**config.mk**
```make
export PLATFORM = sky130hd
export DESIGN_NAME = data_mem_responder
export DESIGN_NICKNAME = d
export VERILOG_FILES = /design/src/rtl/data_mem_responder.sv
export SDC_FILE = /design/constraint.sdc
export NUM_CORES = 1
export LEC_CHECK = 0
export CAP_MARGIN = 20
export CORE_AREA = 2 2 172 174
export DETAILED_ROUTE_END_ITERATION = 10
export DIE_AREA = 0 0 174 176
export PLACE_DENSITY_LB_ADDON = 0.3
export SLEW_MARGIN = 20
export SYNTH_ARGS = -nofsm -noshare
export SYNTH_HDL_FRONTEND = slang
export SYNTH_SLANG_ARGS = --single-unit
```
**constraint.sdc**
```tcl
create_clock -name clk -period 2.95 [get_ports clk]
set_input_delay 0.59 -clock clk [delete_from_list [all_inputs] [get_ports clk]]
set_output_delay 0.59 -clock clk [all_outputs]
set_load 0.02 [all_outputs]
```
**src/rtl/data_mem_responder.sv**
```systemverilog
// data_mem_responder: byte-organised data memory answering 32-bit word
// loads/stores one byte per cycle, big-endian, with wrap-around addressing.
//   clk    : rising-edge clock
//   rst_n  : asynchronous active-low reset (clears FSM, outputs and storage)
//   req    : access request, accepted only in IDLE
//   we     : 1 = store, 0 = load (latched with req)
//   addr   : byte address of the word's most-significant byte (latched)
//   wdata  : store data (latched)
//   rdata  : assembled load data, updated one byte per XFER cycle
//   ack    : one-cycle completion pulse (registered)
//   busy   : high while a command is in XFER or DONE (registered)
module data_mem_responder #(
  parameter int unsigned DEPTH = 32,
  parameter int unsigned AW    = 5
) (
  input  logic          clk,
  input  logic          rst_n,
  input  logic          req,
  input  logic          we,
  input  logic [AW-1:0] addr,
  input  logic [31:0]   wdata,
  output logic [31:0]   rdata,
  output logic          ack,
  output logic          busy
);

  localparam int unsigned CW = 2;

  typedef enum logic [1:0] {
    ST_IDLE = 2'd0,
    ST_XFER = 2'd1,
    ST_DONE = 2'd2
  } state_t;

  state_t          state, state_next;
  logic [CW-1:0]   cnt, cnt_next;
  logic            ack_next, busy_next;
  logic            accept_c, xfer_c;

  logic            we_q;
  logic [AW-1:0]   addr_q;
  logic [31:0]     wdata_q;

  logic [7:0]      mem [DEPTH];
  logic [AW-1:0]   byte_addr_c;
  logic [7:0]      wr_byte_c;

  // State, byte counter and registered status outputs
  always_ff @(posedge clk or negedge rst_n) begin
    if (!rst_n) begin
      state <= ST_IDLE;
      cnt   <= '0;
      ack   <= 1'b0;
      busy  <= 1'b0;
    end else begin
      state <= state_next;
      cnt   <= cnt_next;
      ack   <= ack_next;
      busy  <= busy_next;
    end
  end

  // Next-state logic; ack/busy are computed for the state being entered
  always_comb begin
    state_next = state;
    cnt_next   = cnt;
    ack_next   = 1'b0;
    busy_next  = 1'b0;
    accept_c   = 1'b0;
    xfer_c     = 1'b0;
    case (state)
      ST_IDLE: begin
        if (req) begin
          accept_c   = 1'b1;
          cnt_next   = '0;
          busy_next  = 1'b1;
          state_next = ST_XFER;
        end
      end
      ST_XFER: begin
        xfer_c    = 1'b1;
        busy_next = 1'b1;
        cnt_next  = cnt + CW'(1);
        if (cnt == CW'(3)) begin
          ack_next   = 1'b1;
          state_next = ST_DONE;
        end
      end
      ST_DONE: begin
        state_next = ST_IDLE;
      end
      default: begin
        state_next = ST_IDLE;
      end
    endcase
  end

  // Command capture; inputs are ignored outside IDLE
  always_ff @(posedge clk or negedge rst_n) begin
    if (!rst_n) begin
      we_q    <= 1'b0;
      addr_q  <= '0;
      wdata_q <= '0;
    end else if (accept_c) begin
      we_q    <= we;
      addr_q  <= addr;
      wdata_q <= wdata;
    end
  end

  // Byte address wraps naturally in AW bits (DEPTH == 2**AW)
  assign byte_addr_c = addr_q + AW'(cnt);

  // Big-endian lane select: byte 0 is the most-significant byte
  always_comb begin
    wr_byte_c = wdata_q[31:24];
    case (cnt)
      2'd1:    wr_byte_c = wdata_q[23:16];
      2'd2:    wr_byte_c = wdata_q[15:8];
      2'd3:    wr_byte_c = wdata_q[7:0];
      default: wr_byte_c = wdata_q[31:24];
    endcase
  end

  // Storage array, one byte written per XFER cycle on stores
  always_ff @(posedge clk or negedge rst_n) begin
    if (!rst_n) begin
      for (int unsigned i = 0; i < DEPTH; i++) begin
        mem[i] <= 8'h00;
      end
    end else if (xfer_c && we_q) begin
      mem[byte_addr_c] <= wr_byte_c;
    end
  end

  // Load data assembly; untouched lanes keep their previous value
  always_ff @(posedge clk or negedge rst_n) begin
    if (!rst_n) begin
      rdata <= 32'h0;
    end else if (xfer_c && !we_q) begin
      case (cnt)
        2'd0:    rdata[31:24] <= mem[byte_addr_c];
        2'd1:    rdata[23:16] <= mem[byte_addr_c];
        2'd2:    rdata[15:8]  <= mem[byte_addr_c];
        default: rdata[7:0]   <= mem[byte_addr_c];
      endcase
    end
  end

endmodule
```
# Word-level counts from Yosys, hierarchy flattened
# Cells that the tools add are included.
# op_classes
n_eq_ne,6
bitwise_logic,2
reduce_logical,14
n_addsub,2
n_lt_le_gt_ge,2
muxes,18
# ops
cell,n
256-bit bitwise mux,1
8-bit binary-select mux with 5-bit select,1
8-bit demux with 5-bit select,1
8-bit 2-to-1 mux,3
8-bit case mux with 3 select lines,1
2-bit AND reduction,6
2-bit case mux with 2 select lines,2
6-bit greater-or-equal comparator (second input constant),1
6-bit by 1-bit < comparator with 1-bit output (second input constant),1
2-bit 2-to-1 mux,3
5-bit NOT with 6-bit output,1
5-bit by 2-bit adder with 5-bit output,1
1-bit 2-to-1 mux,5
2-bit by 1-bit equality test with 1-bit output (second input constant),2
2-bit equality test (second input constant),2
2-bit zero test,2
2-bit != test (second input constant),2
1-bit logical AND,3
3-bit OR reduction,1
2-bit by 1-bit adder with 2-bit output (second input constant),1
1-bit case mux with 2 select lines,1
2-bit nonzero test,1
1-bit zero test,1
1-bit NOT,1
# totals
inputBits,41
out_inout_bits,34
regBits,332

# Longest topological paths before layout
# depth
word_depth,7
mapped_depth,8
ltp_nobuf,7

# Least setup slack after synthesis
# No wires, ideal clock.
# synth_path
path_type,reg2reg
startpoint,register cnt[0]
endpoint,register mem[176] (netlist name)
n_path_buf,2
period_less_slack_ps,2750
path_stages_with_launch,9
t_required_ps,2825
t_arrival_ps,2625
slack_ps,200
setup_ps,125
path_cell_list,dfrtp_1 -> ha_1 -> fa_1 -> buf_2 -> buf_2 -> nor3b_2 -> nand3_2 -> nor2_4 -> mux2_2
# synth_via
elab_chain_cells,7
elab_cells_between_ends,12
cone_classes,add/sub: 1; order compare: 2; eq/ne: 3; mux: 4; bitwise: 1; reduce/logical: 1
# synth_rtl
item,line,rtl
"start, declared",36,"logic [CW-1:0] cnt, cnt_next;"
"start signal, assigned",57,cnt <= cnt_next;
5-bit by 2-bit adder with 5-bit output,112,assign byte_addr_c = addr_q + AW'(cnt);
5-bit NOT with 6-bit output (implied by the code),132,mem[byte_addr_c] <= wr_byte_c;
6-bit greater-or-equal comparator (implied by the code) or 6-bit by 1-bit < comparator with 1-bit output (tied branches),132,
1-bit logical AND (implied by the code),132,
8-bit 2-to-1 mux (implied by the code),132,
8-bit demux with 5-bit select,132,
256-bit bitwise mux (*),132,
"end signal, assigned by index",132,
"end, declared",44,logic [7:0] mem [DEPTH];
# Every way passes the cells marked *; elsewhere a longest branch is shown, timed or not.
# A chain may end at the register's enable or synchronous reset.

# Worst setup path after layout
# layout_path
startpoint,register cnt[0]
endpoint,register rdata[23]
# layout_via
elab_chain_cells,5
elab_cells_between_ends,7
cone_classes,add/sub: 1; eq/ne: 1; mux: 3; bitwise: 1; reduce/logical: 1
# layout_rtl
item,line,rtl
5-bit by 2-bit adder with 5-bit output,112,
5-bit NOT with 6-bit output (implied by the code),143,2'd1: rdata[23:16] <= mem[byte_addr_c];
8-bit binary-select mux with 5-bit select,143,
8-bit 2-to-1 mux (implied by the code) (2 in series),143,
"end signal, assigned",143,
"end, declared",22,"output logic [31:0] rdata,"
# Parallel ways exist; a longest one is shown, timed or not. The select of a mux whose other input is x is not followed.

==> summary.txt <==
Worst setup path
  – Slowest library cell on the worst path: fa_4
  – Critical Path End Type: register
  – WS Path Type: reg2reg
  – Worst-path maximum fanout: 38
  – Worst Path Arrival: between 3000 and 4000 ps
  – Startpoint types: register
  – Slowest stage delay, CP: around 910 ps
  – Cell Chain, Critical Path: ha_4, fa_4, buf_12, a2111oi_1, nor4_1, buf_4, o22ai_2, o31ai_1
  – CP required: around 3400 ps

Status
  – Failing checks: negative setup slack
  – Status: finished with violations

Place
  – Cell Area, Placed: roughly 18000 um2
  – Port Buffers: 74
  – Placed insts: ~1700
  – Placer Congestion: roughly 0.85
  – Post-DP HPWL: ~25 mm

Floorplanning
  – Die Span Y: around 180 um
  – Die width: between 150 and 200 um
  – Starting Density: 0.550
  – Core footprint: around 29000 um2
  – I/O pin cnt: 75
  – DIE AREA: a little over 30000 um2
  – Row Count: 62

Routing
  – Iteration-0 DRC count of the detailed router: between 600 and 700
  – Drt pass-1 iters: 5
  – Wire length per cell: 22.0 um
  – Antenna-violating nets left: 0
  – Via Count: 10500
  – Via density per instance: ~6
  – DRC Markers: 0
  – Total Wirelength: between 30 and 40 mm

Worst hold path
  – Hold Path Class: in2async

Timing
  – Post-route setup slack: -29.5 ps
  – Setup TNS: -103 ps
  – Slew Limit Fails: 0
  – Total count of hold-check failures in the final report: 0
  – Max frequency: roughly 340 MHz
  – Worst slew pin tran: 993 ps
  – Slew margin rel.: 0.324
  – RSZ-0062 raised after global routing: yes
  – # setup viols final: 7
  – Final period util: 1.01
  – Clock Skews: about 19 ps
  – Post-layout minimum cycle time: just under 3000 ps
  – Hold Slack: 73.3 ps

Synth
  – Syn_area_per_cell: between 10 and 15 um2
  – Synth top cells by count: 332 x dfrtp_1, 271 x mux2_2, 72 x mux2i_1
  – Synth Instances: roughly 1200
  – Top_reg_cell synth: dfrtp_1
  – Post-synth EDFFs: 0
  – Post-synthesis register bit count: about 330
  – Ys Warns: 0
  – Leading cell type by number of instances after synthesis: dfrtp_1
  – Yosys top cell area share: 0.529
  – Seq/Total Area, Yosys: 0.529
  – Net Count, Synth: 1262
  – Async set or reset register ratio after synthesis: 1.00
  – Mapped Area: ~16000 um2
  – Synth area leaders: dfrtp_1 53%, mux2_2 19%, mux2i_1 4.6%, a2111oi_0 3.6%, nor2b_1 2.6%
  – Yosys top cell by area: dfrtp_1
  – Unique masters post-synth: 51

Clock tree
  – Worst skew pair latency: ~510 ps
  – Hold_buf cts: 0
  – Total CTS buffers: 36
  – Max clock buf depth: 3
  – Clock Tree Root: clkbuf_16
  – H-tree depth: 2
  – CTS sink count: 332
  – CTS tree: yes
  – Reg clk slew, reported paths: 60 ps

Global route
  – GRT Total Usage: 0.252
  – Number of global-route vias before repair: approximately 11000
  – First-pass GRT wire length: 60.8 mm
  – Initial antenna violation count: 0
  – GRT overflow: 0
  – Pin count of the biggest net entering global routing: 85

Flow run
  – Max Cap Viol: 0

Cells and area
  – Share of cells above drive strength 1: 0.381
  – Layout Nets: 1382
  – Fill count: 2067
  – Fin cells: around 1700
  – Diode count: 0
  – Design Area, Final: about 19000 um2
  – Layout area overhead: 22.2%
==> sequential cells by signal, summed over array words and instances (netlist names) <==
| register | flops |
|---|---|
| mem | 256 |
| busy | 1 |
| rdata | 32 |
| ack | 1 |
| cnt | 2 |
| addr_q | 5 |
| state | 2 |
| we_q | 1 |
| wdata_q | 32 |
==> logic make-up after synthesis <==
group / after synthesis / share of synthesized area
compound gates: 140 / 0.0738
buf+inv: 102 / 0.0280
xor+xnor: 4 / 0.00438
simple gates: 270 / 0.108
flops: 332 / 0.529
fa+ha+maj: 8 / 0.00685
mux: 357 / 0.250
==> per-stage QoR <==
stage	utilization	setup WS, ps
final	0.672	-29.5
after global routing	0.672	-202
after CTS	0.656	3.16
after detailed placement	0.614	-238
after global placement	0.614	-168
after floorplan	-	200
==> placed cells by master, fill, tap and decap left out, types with 10 or more instances in the layout <==
cell	synthesis	layout
nor4_2	0	10
a2111oi_0	64	40
buf_12	0	21
mux2i_1	72	64
nand2_2	8	10
clkbuf_16	0	38
o31ai_1	32	28
o22ai_2	7	11
a2111oi_2	0	11
nand2_1	58	56
o21ai_0	11	11
a2111oi_1	0	12
inv_1	11	11
nor2_4	12	12
mux2_1	14	14
and3_1	64	64
nor2b_1	65	65
clkdlybuf4s50_1	0	73
buf_4	6	69
dfrtp_1	332	332
nor4_1	32	20
mux2_2	271	271
==> per-layer routing <==
metal,share of wire,global-route usage,up-vias
li1,-,-,4716
met1,0.45,0.357,5436
met2,0.48,0.406,278
met3,0.050,0.0373,61
met4,0.023,0.0742,0
met5,0,0,-
==> worst paths after layout <==
path	from	endpoint	slack [ps]	depth (start not counted)
hold reg to reg	rdata[13]	rdata[13]	470	2
setup reg to reg	cnt[0]	rdata[23]	-30	8
setup / recovery	cnt[0]	rdata[23]	-30	8
max in group asynchronous	rst_n	mem[184]	1980	2
min in group clk	rdata[13]	rdata[13]	470	2
hold / removal	rst_n	wdata_q[15]	70	1
==> what timing repair did <==
item	in CTS	in global routing
endpoints found under the setup margin	32	95
pin swaps	4	29
cloned	0	1
resized for setup	8	67
buffers inserted	1	6
==> worst max-delay path: cells and delay by family (launching register included) <==
family                     cells  cell delay (ps)
DFF                            1              410
buffers and inverters          2              420
adders and majority gates      2             1090
AOI/OAI and AO/OA              3              460
and+or+nand+nor                1              460
==> area by class of cell <==
type	count	area [um2]	area share
clock inverters	6	130	0.00678
well taps	384	480	0.0250
clock buffers	49	1030	0.0537
flip-flops and latches	332	8310	0.433
inverters	12	45.0	0.00235
repair buffers	172	1830	0.0955
multi-input cells	779	7360	0.384
Power is left out: the tool's default activity adds up to more than one toggle a clock period on the data nets, which glitch-free logic cannot reach.
